$ cat config.mk
export PLATFORM = sky130hd
export DESIGN_NAME = ledg_pwm_driver
export DESIGN_NICKNAME = d
export VERILOG_FILES = /design/src/rtl/ledg_pwm_pkg.sv /design/src/rtl/ledg_pwm_timebase.sv /design/src/rtl/ledg_pwm_driver.sv
export SDC_FILE = /design/constraint.sdc
export NUM_CORES = 1
export LEC_CHECK = 0
export CORE_MARGIN = 1.5
export CORE_UTILIZATION = 30
export DETAILED_ROUTE_END_ITERATION = 7
export GPL_ROUTABILITY_DRIVEN = 0
export PLACE_DENSITY = 0.48
export SLEW_MARGIN = 20
export SYNTH_ARGS = -nofsm -noshare
export SYNTH_HDL_FRONTEND = slang
export SYNTH_HIERARCHICAL = 1
export SYNTH_SLANG_ARGS = --single-unit
$ cat constraint.sdc
create_clock -name clk -period 7.2 [get_ports clk]
set_clock_uncertainty 0.1 [all_clocks]
set_input_delay 0.72 -clock clk [delete_from_list [all_inputs] [get_ports clk]]
set_output_delay 0.72 -clock clk [all_outputs]
set_load 0.01 [all_outputs]
$ cat src/rtl/ledg_pwm_pkg.sv
// ledg_pwm_pkg
//   Shared constants for the LEDG PWM driver: Avalon-MM register map,
//   CTRL bit positions and register reset values.
//   Optional build macro used by the driver: LEDG_GAMMA_EN.
package ledg_pwm_pkg;

   // Register word addresses
   localparam logic [1:0] ADDR_CTRL   = 2'd0;
   localparam logic [1:0] ADDR_DUTY   = 2'd1;
   localparam logic [1:0] ADDR_BLINK  = 2'd2;
   localparam logic [1:0] ADDR_STATUS = 2'd3;

   // CTRL bit indices
   localparam int CTRL_EN    = 0;
   localparam int CTRL_BLINK = 1;

   // Reset values
   localparam logic [1:0]  CTRL_RESET  = 2'b00;
   localparam logic [15:0] BLINK_RESET = 16'd0;

   // DUTY reset value is "full on", i.e. 2^pwm_bits
   function automatic logic [31:0] duty_reset(input int pwm_bits);
      return 32'd1 << pwm_bits;
   endfunction

endpackage

$ cat src/rtl/ledg_pwm_timebase.sv
// ledg_pwm_timebase
//   Prescaler plus PWM step counter. One frame is 2^PWM_BITS steps of
//   PRESCALE_DIV clocks each.
// Ports
//   clk, reset_n : clock, asynchronous active-low reset
//   clear        : synchronous return to the start of a frame
//   run          : count enable; when low the counters are held at zero
//   step         : one-cycle pulse at the last prescaler count
//   frame_end    : step on the last PWM count of a frame
//   pwm_cnt      : current PWM step within the frame
module ledg_pwm_timebase #(
   parameter int PWM_BITS     = 8,
   parameter int PRESCALE_DIV = 64
) (
   input  logic                clk,
   input  logic                reset_n,
   input  logic                clear,
   input  logic                run,
   output logic                step,
   output logic                frame_end,
   output logic [PWM_BITS-1:0] pwm_cnt
);
   import ledg_pwm_pkg::*;

   // A divider of 1 still needs a one-bit prescaler register (always 0)
   localparam int PW = (PRESCALE_DIV > 1) ? $clog2(PRESCALE_DIV) : 1;
   localparam logic [PW-1:0] PRESC_MAX = PW'(PRESCALE_DIV - 1);

   logic [PW-1:0] presc;

   assign step      = run & ~clear & (presc == PRESC_MAX);
   assign frame_end = step & (pwm_cnt == '1);

   always_ff @(posedge clk or negedge reset_n) begin
      if (!reset_n) begin
         presc   <= '0;
         pwm_cnt <= '0;
      end else if (clear || !run) begin
         presc   <= '0;
         pwm_cnt <= '0;
      end else if (step) begin
         presc   <= '0;
         pwm_cnt <= pwm_cnt + 1'b1;   // wraps to 0 after frame_end
      end else begin
         presc   <= presc + 1'b1;
      end
   end

endmodule

$ cat src/rtl/ledg_pwm_driver.sv
// ledg_pwm_driver
//   Sits between the LEDG PIO out_port and the LEDG pins. Adds global PWM
//   brightness and optional blink, configured through an Avalon-MM slave.
//   With CTRL.enable=0 the PIO pattern passes straight through (1 clk).
//   Build macro LEDG_GAMMA_EN: when defined, the duty shadow loads the
//   squared duty (DUTY*DUTY >> PWM_BITS); readback stays linear.
// Ports
//   clk, reset_n : clock, asynchronous active-low reset
//   led_in       : LED pattern from the PIO
//   address, chipselect, write_n, writedata : Avalon-MM slave write side
//   readdata     : combinational, zero-extended register readback
//   led_out      : registered LED pin drive
// Bus semantics: a write happens on any clock edge where chipselect is high
// and write_n is low; there is no wait state. Reads have no strobe: readdata
// always reflects the addressed register.
module ledg_pwm_driver #(
   parameter int WIDTH        = 9,
   parameter int PWM_BITS     = 8,
   parameter int PRESCALE_DIV = 64
) (
   input  logic             clk,
   input  logic             reset_n,
   input  logic [WIDTH-1:0] led_in,
   input  logic [1:0]       address,
   input  logic             chipselect,
   input  logic             write_n,
   input  logic [31:0]      writedata,
   output logic [31:0]      readdata,
   output logic [WIDTH-1:0] led_out
);
   import ledg_pwm_pkg::*;

   localparam int DW = PWM_BITS + 1;
   localparam logic [DW-1:0] DUTY_FULL = DW'(duty_reset(PWM_BITS));

   logic                ctrl_en;
   logic                ctrl_blink;
   logic [DW-1:0]       duty_reg;
   logic [15:0]         blink_reg;
   logic [DW-1:0]       duty_sh;
   logic                blink_phase;
   logic [15:0]         frame_cnt;
   logic [15:0]         period_m1;
   logic                wr;
   logic                en_rise;
   logic                step;
   logic                frame_end;
   logic [PWM_BITS-1:0] pwm_cnt;
   logic                pwm_on;
   logic                unused_step;

   assign unused_step = step;

   // Duty value as loaded into the shadow register
   function automatic logic [DW-1:0] shape(input logic [DW-1:0] d);
`ifdef LEDG_GAMMA_EN
      logic [2*DW-1:0] sq;
      sq = {{DW{1'b0}}, d} * {{DW{1'b0}}, d};
      return DW'(sq >> PWM_BITS);
`else
      return d;
`endif
   endfunction

   assign wr      = chipselect & ~write_n;
   // Enable 0->1 restarts the frame from a clean state on the same edge
   assign en_rise = wr & (address == ADDR_CTRL) & writedata[CTRL_EN] & ~ctrl_en;

   ledg_pwm_timebase #(
      .PWM_BITS     (PWM_BITS),
      .PRESCALE_DIV (PRESCALE_DIV)
   ) u_timebase (
      .clk       (clk),
      .reset_n   (reset_n),
      .clear     (en_rise),
      .run       (ctrl_en),
      .step      (step),
      .frame_end (frame_end),
      .pwm_cnt   (pwm_cnt)
   );

   // Register file
   always_ff @(posedge clk or negedge reset_n) begin
      if (!reset_n) begin
         ctrl_en    <= CTRL_RESET[CTRL_EN];
         ctrl_blink <= CTRL_RESET[CTRL_BLINK];
         duty_reg   <= DUTY_FULL;
         blink_reg  <= BLINK_RESET;
      end else if (wr) begin
         case (address)
            ADDR_CTRL: begin
               ctrl_en    <= writedata[CTRL_EN];
               ctrl_blink <= writedata[CTRL_BLINK];
            end
            ADDR_DUTY: begin
               if (writedata > 32'(DUTY_FULL)) duty_reg <= DUTY_FULL;
               else                            duty_reg <= writedata[DW-1:0];
            end
            ADDR_BLINK: blink_reg <= writedata[15:0];
            default: ;   // STATUS is read-only
         endcase
      end
   end

   // Read mux
   always_comb begin
      readdata = '0;
      case (address)
         ADDR_CTRL:  begin
            readdata[CTRL_EN]    = ctrl_en;
            readdata[CTRL_BLINK] = ctrl_blink;
         end
         ADDR_DUTY:  readdata[DW-1:0] = duty_reg;
         ADDR_BLINK: readdata[15:0]   = blink_reg;
         default: begin
            readdata[0]             = blink_phase;
            readdata[8 +: PWM_BITS] = pwm_cnt;
         end
      endcase
   end

   // Duty shadow: only changes at frame boundaries (or enable restart), so a
   // DUTY write never truncates or stretches the frame in progress.
   always_ff @(posedge clk or negedge reset_n) begin
      if (!reset_n)                  duty_sh <= DUTY_FULL;
      else if (en_rise || frame_end) duty_sh <= shape(duty_reg);
   end

   // Period 0 is treated as 1
   assign period_m1 = (blink_reg == 16'd0) ? 16'd0 : blink_reg - 16'd1;

   // Blink: >= compare lets a shortened period take effect at the next frame_end
   always_ff @(posedge clk or negedge reset_n) begin
      if (!reset_n) begin
         blink_phase <= 1'b1;
         frame_cnt   <= '0;
      end else if (!ctrl_blink || !ctrl_en || en_rise) begin
         blink_phase <= 1'b1;
         frame_cnt   <= '0;
      end else if (frame_end) begin
         if (frame_cnt >= period_m1) begin
            blink_phase <= ~blink_phase;
            frame_cnt   <= '0;
         end else begin
            frame_cnt   <= frame_cnt + 16'd1;
         end
      end
   end

   assign pwm_on = ({1'b0, pwm_cnt} < duty_sh);

   always_ff @(posedge clk or negedge reset_n) begin
      if (!reset_n)     led_out <= '0;
      else if (ctrl_en) led_out <= led_in & {WIDTH{pwm_on & blink_phase}};
      else              led_out <= led_in;
   end

endmodule

After elaboration in Yosys (flattened, before gate mapping)
Cells that the tools add are included.

Input bits: 47. Word-level logic and storage cells: 68. Output and inout port bits: 41. Bits in registers: 76.

Eq/ne operators: 4. Reduce and logical (&&, ||, !) cells: 16. Add/subtract/negate cells: 4. Muxes and demuxes: 18. $lt $le $gt $ge: 3. Bitwise gates (word level): 13.

Operators by type and width (count): $mux 16 (4); $gt 32x9->1 const B (1); $mux 9 (2); $add 16x1->16 const B (1); $ge 16x16->1 (1); $logic_not 16->1 (1); $mux 8 (2); $sub 16x1->16 const B (1); $pmux 7 s2 (1); $mux 6 (2); $pmux 6 s2 (1); $and 9x9->9 (1); $lt 8x9->1 (1); $pmux 1 s3 (3); $add 8x1->8 const B (1); $and 1x1->1 (8); $eq 8x8->1 const B (1); $reduce_and 2->1 (4); $add 6x1->6 const B (1); $eq 6x6->1 const B (1); $reduce_bool 2->1 (3); $logic_or 1x1->1 (4); $not 1->1 (4); $mux 1 (3); 5 further kinds (6).

Longest topological paths before layout
Word-level depth: 11. Mapped depth: 14. Depth with buffers taken out: 13.

Modules after synthesis
The synthesis kept the hierarchy.

By module, submodules not included: ledg_pwm_driver (seq. area each 1555.2 sq um, cells each 381, times used 1, area an instance 3839.9 sq um); ledg_pwm_timebase (seq. area each 350.3 sq um, cells each 75, times used 1, area an instance 718.2 sq um).

Worst setup path after synthesis
OpenSTA, ideal clock, no wires.

Kind: flip-flop to flip-flop. From: register blink_reg[8]. To: register frame_cnt[10]. Data arrival time: 3.338 ns. Slack: 3.691 ns. Stages on the path, launching flop included: 15. Path buffers: 2. Period minus slack after synthesis: 3.509 ns. Data required time: 7.029 ns. Library setup time: 0.071 ns. Cell sequence: dfrtp_1 > or4_4 > or3_4 > nor3_4 > nand2_1 > buf_2 > nand2_1 > ha_1 > a211o_1 > a31oi_1 > o221ai_1 > a211oi_2 > nor2_1 > buf_2 > nor2_1.

Word-level cells in the longest chain between the ends: 6. Elaborated cells on any way between the ends: 7. Those cells by class: 1 x add/sub; 1 x order compare; 4 x mux; 1 x reduce/logical.

Ends and longest elaborated chain: start: declaration (line ledg_pwm_driver.sv:39) `logic [15:0] blink_reg;`; start signal: assignment (line ledg_pwm_driver.sv:99) `ADDR_BLINK: blink_reg <= writedata[15:0];`; $sub 16x1->16 or $logic_not 16->1 (tied branches) (line ledg_pwm_driver.sv:130) `assign period_m1 = (blink_reg == 16'd0) ? 16'd0 : blink_reg - 16'd1;`; $mux 16 * (line ledg_pwm_driver.sv:130); $ge 16x16->1 * (line ledg_pwm_driver.sv:141) `if (frame_cnt >= period_m1) begin`; $mux 16 * (line ledg_pwm_driver.sv:141); $mux 16 * (line ledg_pwm_driver.sv:140) `end else if (frame_end) begin`; $mux 16 * (line ledg_pwm_driver.sv:137) `end else if (!ctrl_blink || !ctrl_en || en_rise) begin`; end signal: assignment (line ledg_pwm_driver.sv:145) `frame_cnt <= frame_cnt + 16'd1;`; end: declaration (line ledg_pwm_driver.sv:42) `logic [15:0] frame_cnt;`.

Mark *: on every way between the ends. The rest lies on a longest branch, timed or not. The select of a mux whose other input is x is not followed. A chain may end at the register's enable or synchronous reset.

Worst setup path in the final report
From: register blink_reg[7]. To: register frame_cnt[5].

The elaborated chain is that of the path after synthesis.

==> Implementation_results.wiki <==
{| class="wikitable"
! Metric !! Value
|-
| Cell at the slowest stage of the critical path || sky130_fd_sc_hd__or4_4
|-
| Overall track demand over capacity in global routing || 15.63%
|-
| Startpoint of the most critical register-to-register path || blink_reg[7]$_DFFE_PN0P_
|-
| Floorplan die height || 126.2 µm
|-
| Total Routed Length || 11.81 mm
|-
| Critical Path Start || blink_reg[7]$_DFFE_PN0P_
|-
| Clock transition at the registers of the reported paths || 0.06 ns
|-
| RSZ-0062 raised after global routing || no
|-
| Post-Place Cell Area || 5371 µm²
|-
| Level count of the clock H-tree || 3
|-
| Floorplan die width || 126.2 µm
|-
| DIE AREA || 15930 µm²
|-
| Total congestion overflow || 0
|-
| Count of antenna diodes in the layout || 0
|-
| Layout Nets || 603
|-
| Clock sinks || 76
|-
| Total negative slack for setup checks || 0 ns
|-
| Initial DRC count || 170
|-
| Wire per inst || 16.57 µm
|-
| Share of final-layout standard cells stronger than drive strength 1 || 10.59%
|-
| Crit path largest cell delay || 0.55 ns
|-
| Count of final setup violators || 0
|-
| Warnings from Yosys || 6
|-
| Clock Latency Late Sink || 0.34 ns
|-
| Tmin final || 4.015 ns
|-
| Number of gates resized after CTS || 0
|-
| Reg2Reg Capture Point || frame_cnt[5]$_DFFE_PN0P_
|-
| PwrDens || 228.5 nW/µm²
|-
| Crit-path cells || or4_4 -> or3_4 -> nor3_4 -> nand2_1 -> nand2_1 -> ha_1 -> a211o_1 -> a31oi_1 -> o221ai_1 -> a211oi_2 -> nor2_1 -> nor2_1
|-
| Number of placement rows || 44
|-
| Number of primary I/O pins || 88
|-
| CTS tree || built
|-
| CP Buf/Inv Count || 0
|-
| Number of buffers on the longest clock path || 2
|-
| Maximum frequency from static timing analysis || 249.0 MHz
|-
| DPL Wire Length || 8.925 mm
|-
| Tightest Pin Transition || 0.9628 ns
|-
| Area Growth Syn to Fin || 26.38%
|-
| Layout fillers || 1427
|-
| Worst hold margin || 0.1676 ns
|-
| Count of input and output buffers || 71
|-
| Clk root buf || sky130_fd_sc_hd__clkbuf_16
|-
| Leakage || 2.561 nW
|-
| Post-Syn Area per Cell || 10.01 µm²
|-
| Synthesized instance count || 455
|-
| DR DRC count || 0
|-
| Antenna violations before repair || 0
|-
| Flop2flop setup slack || 3.18 ns
|-
| Via count normalized by instance count || 5.041
|-
| Wire length of the first global-routing pass || 19.33 mm
|-
| Final Hold Vio Count || 0
|-
| Core Area || 14700 µm²
|-
| Cts-stage hold buffer count || 0
|-
| Worst path arrival time || 4.18 ns
|-
| Final Cycle Share || 55.77%
|-
| Worst endpoint required time || 7.37 ns
|-
| Mapped cell area || 4553 µm²
|-
| Critical path endpoint category || flop
|-
| Final-report max-slew violation count || 0
|-
| Pre-antenna DRT Iters || 4
|-
| Type of origin of the critical path || flop
|-
| Maximum number of pins on one net before global-route repair || 77
|-
| Worst hold-check path type || input pin to asynchronous set/reset pin
|-
| FF-to-FF path depth || 12
|-
| Vias in the first global route || 3688
|-
| Count of max-cap constraint violations || 0
|-
| Initial Util || 30.98%
|-
| Post-route cell area || 5754 µm²
|-
| Start-to-end type of the worst setup path || flop to flop
|-
| Routed vias || 3594
|-
| Maximum resistive drop on vdd || 0.0001213 V
|-
| Slew headroom || 35.42%
|-
| Buffers inserted during post-CTS setup optimization || 0
|-
| Number of nets with antenna violations after routing || 0
|-
| Maximum fanout along the worst path || 12
|-
| Clock buffer count from CTS || 9
|-
| Cell type group with the largest total delay on the critical path || simple AND/OR/NAND/NOR gates
|-
| Status || finished, final reports clean
|}
==> worst register-to-register path: stages, from the launching register on <==
cell and delay [ns]:
sky130_fd_sc_hd__dfrtp_1 0.44, sky130_fd_sc_hd__or4_4 0.55, sky130_fd_sc_hd__or3_4 0.37, sky130_fd_sc_hd__nor3_4 0.19
sky130_fd_sc_hd__nand2_1 0.24, sky130_fd_sc_hd__nand2_1 0.14, sky130_fd_sc_hd__ha_1 0.25, sky130_fd_sc_hd__a211o_1 0.30
sky130_fd_sc_hd__a31oi_1 0.17, sky130_fd_sc_hd__o221ai_1 0.14, sky130_fd_sc_hd__a211oi_2 0.54, sky130_fd_sc_hd__nor2_1 0.35
sky130_fd_sc_hd__nor2_1 0.18
==> through the flow <==
stage,total power [mW],worst slack (ns),utilization [%],cells
final,1.315,3.185,39.15,713
after global routing,1.387,2.835,39.15,713
after CTS,1.327,3.200,38.87,712
after detailed placement,0.7991,3.206,36.54,696
after global placement,0.7913,3.361,36.54,696
after floorplan,0.6828,3.691,-,470
==> cell type report <==
cell class	instances	area (µm²)	share of cell area (%)
clock inverters	5	100.1	1.740
repair buffers	72	735.7	12.79
well taps	184	230.2	4.001
clock buffers	11	242.7	4.218
inverters	19	71.32	1.239
flip-flops and latches	76	1906	33.12
multi-input cells	346	2469	42.90
==> where the power goes <==
group	switching (mW)	total, mW	internal [mW]	leakage (nW)
combinational	0.133	0.264	0.131	1.39
clock	0.178	0.525	0.347	0.169
sequential	0.0574	0.527	0.469	1.00
total	0.368	1.32	0.947	2.56
==> how the worst max path moves through the flow <==
stage                                           end  cells after the start
after CTS                  frame_cnt[5]$_DFFE_PN0P_                     12
after floorplan           frame_cnt[10]$_DFFE_PN0P_                     14
after detailed placement   frame_cnt[7]$_DFFE_PN0P_                     12
after global routing       frame_cnt[9]$_DFFE_PN0P_                     12
after global placement     frame_cnt[9]$_DFFE_PN0P_                     12
final                      frame_cnt[5]$_DFFE_PN0P_                     12
==> metal layers <==
| metal | vias up | GRT usage (%) | wire length (µm) |
|---|---|---|---|
| li1 | 1754 | - | - |
| met1 | 1712 | 19.82 | 5544 |
| met2 | 108 | 25.47 | 5372 |
| met3 | 20 | 4.121 | 571 |
| met4 | 0 | 6.153 | 324 |
| met5 | - | 0 | 0 |
==> layout by cell type (no fill, tap or decap), drive strengths merged, types with 3 or more instances in the layout <==
cell,n
dfrtp,73
clkdlybuf4s50,70
nand2,43
nor2,33
ha,32
mux2,27
a21oi,21
inv,19
nand3,19
xor2,18
conb,16
a22o,15
o21ai,13
clkbuf,11
nor4,10
nor2b,9
o211a,9
nand4,9
nor3,9
a22oi,7
o31ai,6
xnor2,6
or4,6
nand2b,5
or3,5
mux2i,3
dfstp,3
bufinv,3
(Power assumes the default switching activity.)
